## src/rtl/dsp_pipe_reg_pkg.sv

```systemverilog
// dsp_pkg: shared constants and parameter helpers for the DSP operand pipeline
package dsp_pkg;
  localparam int MAX_DEPTH = 4;
  function automatic int clog2_min1(input int n);
    return (n <= 2) ? 1 : $clog2(n);
  endfunction
endpackage

```

## src/rtl/dsp_pipe_cell.sv

```systemverilog
// dsp_pipe_cell: one enabled pipeline register with synchronous clear
module dsp_pipe_cell
  import dsp_pkg::*;
#(
  parameter int W = 19
) (
  input  logic         clk,
  input  logic         rst,
  input  logic         flush,
  input  logic         ce,
  input  logic [W-1:0] d,
  output logic [W-1:0] q
);
  // clear beats enable, otherwise shift on ce or hold
  always_ff @(posedge clk) q <= (rst || flush) ? '0 : ce ? d : q;
endmodule

```

## src/rtl/dsp_pipe_reg.sv

```systemverilog
// dsp_pipe_reg: DEPTH-stage operand pipeline with valid shadow, run-time tap, flush and busy
module dsp_pipe_reg
  import dsp_pkg::*;
#(
  parameter int WIDTH = 18,
  parameter int DEPTH = 2,
  parameter int TAPW  = 3
) (
  input  logic             clk,
  input  logic             rst,
  input  logic             ce,
  input  logic             flush,
  input  logic [WIDTH-1:0] in_data,
  input  logic             in_valid,
  input  logic [TAPW-1:0]  tap_sel,
  output logic [WIDTH-1:0] out_data,
  output logic             out_valid,
  output logic             busy
);
  if (TAPW < clog2_min1(DEPTH + 1) || DEPTH < 0 || DEPTH > MAX_DEPTH || WIDTH < 1 || WIDTH > 48) begin : g_bad_params
    $error("dsp_pipe_reg: illegal WIDTH/DEPTH/TAPW combination");
  end
  if (DEPTH == 0) begin : g_wire
    logic unused_ctl;
    assign unused_ctl = ^{clk, rst, ce, flush, tap_sel};
    assign out_data   = in_data;
    assign out_valid  = in_valid;
    assign busy       = 1'b0;
  end else begin : g_pipe
    logic [WIDTH:0] c [DEPTH+1];
    logic [WIDTH:0] sel;
    logic           any_v;
    assign c[0] = {in_data, in_valid};
    for (genvar i = 1; i <= DEPTH; i++) begin : g_cell
      dsp_pipe_cell #(.W(WIDTH + 1)) u_cell (
        .clk  (clk),
        .rst  (rst),
        .flush(flush),
        .ce   (ce),
        .d    (c[i-1]),
        .q    (c[i])
      );
    end
    // pick the deepest stage not beyond tap_sel, so oversized taps clamp to DEPTH
    always_comb begin
      sel = c[0];
      for (int k = 1; k <= DEPTH; k++) sel = (int'(tap_sel) >= k) ? c[k] : sel;
    end
    // occupancy looks only at registered valids, never at in_valid
    always_comb begin
      any_v = 1'b0;
      for (int k = 1; k <= DEPTH; k++) any_v = any_v | c[k][0];
    end
    assign out_data  = sel[WIDTH:1];
    assign out_valid = sel[0];
    assign busy      = any_v;
  end
endmodule

```

## config.mk

```make
export PLATFORM = sky130hd
export DESIGN_NAME = dsp_pipe_reg
export DESIGN_NICKNAME = d
export VERILOG_FILES = /design/src/rtl/dsp_pipe_reg_pkg.sv /design/src/rtl/dsp_pipe_cell.sv /design/src/rtl/dsp_pipe_reg.sv
export SDC_FILE = /design/constraint.sdc
export NUM_CORES = 1
export LEC_CHECK = 0
export BUFFER_PORTS_ARGS = -buffer_cell sky130_fd_sc_hd__buf_2
export CAP_MARGIN = 20
export CORE_UTILIZATION = 45
export CTS_BUF_LIST = sky130_fd_sc_hd__clkbuf_16
export DETAILED_ROUTE_END_ITERATION = 8
export PLACE_DENSITY = 0.75
export SYNTH_ARGS = -nofsm -noshare
export SYNTH_HDL_FRONTEND = slang
export SYNTH_SLANG_ARGS = --single-unit
export TNS_END_PERCENT = 20
```

## constraint.sdc

```tcl
create_clock -name clk -period 3 [get_ports clk]
set_input_delay 0.6 -clock clk [delete_from_list [all_inputs] [get_ports clk]]
set_output_delay 0.6 -clock clk [all_outputs]
set_load 0.1 [all_outputs]
```

==> flow_summary.toml <==
[power]
leakagePower_nw = 1.03
finalPower_w = 0.00120
p_sw_w = 0.000327
clkPwrFrac_pct = 40.0
switching_share_pct = 27.2
ir_drop_mv = 0.419
p_per_area_nw_per_um2 = 558
power_frac_comb_pct = 16.4
seqPwrFrac_pct = 43.5
power.internal_w = 0.000873

[sta]
tightest_slew_ns = 0.695
period_share_pct = 83.0
period_needed_ns = 2.49
slew_headroom_pct = 53.7
whs_ns = 0.491
hold_violations = 0
fmax_mhz = 401
setup_slack_ns = 0.509
slew_viol_final = 0
fin_setup_tns_ns = 0
fin_worst_skew_ns = 0.00289
rsz0062_at_grt = "false"
setup_viol = 0

[clock_tree]
clk_pin_slew_ns = 0.05
clkLatencyLatePin_ns = 0.27
tritoncts_num_sinks = 38
cts_made_buffers = 5
cts_root_buffer = "clkbuf_16"
htreeDepth = 2
postCtsResizedCells = 0
cts_setup_buffers = 0
cts_tree = "yes"
cts_hold_buf = 0
clock_path_buffers = 2

[synthesis]
yosys.area_share.adder_pct = 0
ys_ff_latch = 38
synth_compound_area_share_pct = 10.4
yosys.area.top_type = "dfxtp_1"
yosys.area_share.simple_pct = 8.86
synth_mux_area_share_pct = 31.3
ys_seq_area_share_pct = 41.8
yosysTopAreaCellShare_pct = 41.8
yosys-top-cells-area = "dfxtp_1 (42%), mux2i_1 (31%), nor2_1 (7.8%)"
synth_xor_area_share_pct = 0
synth_fp_nets = 216
synth_cell_types = 10
synthesis.area_um2 = 1820
yosys_warnings = 0
post_synth.cell_area_avg_um2 = 9.59
synth_cells = 190
synth_top_family_by_area = "multiplexers"

[layout]
top_register = "g_pipe.g_cell.u_cell.q"
top_regs = "g_pipe.g_cell.u_cell.q (38)"
antenna_cells = 0
nets = 258
largest_reg_flops = 38
synthToLayoutAreaGrowth_pct = 18.1
fin_util_pct = 57.0
drive_gt1_share_pct = 24.9

[global_routing]
overflow = 0
antenna_found_initial = 0
grt_pass1_wl_um = 5920
grt_pass1_vias = 1330
grt_max_degree = 39
grt_use_total_pct = 17.9

[die]
die_x_um = 65.6
core-area_um2 = 3770
chipHeight_um = 65.6
dieArea_um2 = 4310
rows = 22
start_util_pct = 48.3
ios = 46

[critical_path]
worst-path-buf-inv = 2
crit_family = "buffers and inverters"
cp_max_fo = 19
max_stage_delay_ns = 0.48
critical-path-slowest-cell = "or2_1"
path_common_cell = "buf_2"
worstPathRequired_ns = 2.40
crit_chain = "buf_2 > or2_1 > o21ai_1 > buf_2"
worstSetupPathType = "input pin to output pin"
end_kind = "output pin"
startpoint_type = "input pin"
cp.arrival_ns = 1.89

[detailed_routing]
drt_first_pass_iters = 4
vias = 1440
wire_per_inst_um = 12.6
ant_nets = 0
routed_wirelength_um = 3540
avgViaCountPerCell = 5.12
drcViolationCount = 0
dr.first_iter.drc_count = 61

[placed_design]
portBuffers = 45
post-place-ws_ns = 0.514
gp_congestion = 0.704
dp_hpwl_um = 2240

[outcome]
status = "complete, no violations"

[job]
cap_violations = 0

[min_path]
hold_class = "flip-flop to flip-flop"
final cells by class:
| class | instances | area (um^2) |
|---|---|---|
| Sequential cell | 38 | 761 |
| Clock inverter | 3 | 12.5 |
| Tap cell | 48 | 60.1 |
| Fill cell | 338 | 1620 |
| Multi-Input combinational cell | 136 | 922 |
| Timing Repair Buffer | 51 | 270 |
| Clock buffer | 5 | 125 |
cell families after synthesis:
group / Yosys count
multiplexers: 57
AND/OR/NAND/NOR: 41
AO/OA/AOI/OAI: 38
flip-flops: 38
buffers and inverters: 16
power groups by stage:
stage	Clock (W)	Combinational [W]	Sequential, W
finish	0.000480	0.000197	0.000523
floorplan	0	0.000166	0.000531
detailed placement	0	0.000198	0.000533
global route	0.000519	0.000210	0.000524
CTS	0.000494	0.000198	0.000522
global placement	0	0.000197	0.000533
synth_stat cells:
library cell,n
mux2i_1,57
dfxtp_1,38
nor2_1,38
o21ai_0,19
o21ai_1,19
buf_6,10
buf_2,3
clkbuf_1,3
or2_1,2
or2_2,1
metrics by stage:
step | cell area (um^2) | std cells
finish | 2150 | 281
global route | 2150 | 281
CTS | 2150 | 281
detailed placement | 2010 | 273
global placement | 2010 | 273
floorplan | 1820 | 190
final timing paths:
path	cells after the start	startpoint	slack [ns]	end
worst max-delay path	4	tap_sel[1]	0.51	out_data[11]
worst min-delay path	2	g_pipe.g_cell[2].u_cell.q[1]	0.49	g_pipe.g_cell[2].u_cell.q[1]
worst min register to register	2	g_pipe.g_cell[2].u_cell.q[1]	0.49	g_pipe.g_cell[2].u_cell.q[1]
worst max register to register	2	g_pipe.g_cell[1].u_cell.q[11]	2.34	g_pipe.g_cell[2].u_cell.q[11]
worst min-delay path: stages, from the launching register on:
cell     delay, ns
dfxtp_1       0.32
mux2i_1       0.06
nor2_1        0.08
cell usage in the layout, fill, tap and decap left out:
master and count:
dfxtp_1 38, buf_4 6, o21ai_0 19, buf_2 45, clkinv_1 1, clkinv_2 1, or2_1 2, mux2i_1 57
or2_2 1, clkbuf_16 5, nor2_1 38, o21ai_1 19, inv_1 1
metal layers:
| layer | GRT usage, % | wire, um | vias to the layer above |
|---|---|---|---|
| li1 | - | - | 741 |
| met1 | 22.0 | 1660 | 657 |
| met2 | 29.6 | 1630 | 40 |
| met3 | 5.56 | 220 | 2 |
| met4 | 5.43 | 25 | 0 |
| met5 | 0 | 0 | - |
Power figures use the tool's default switching activity.
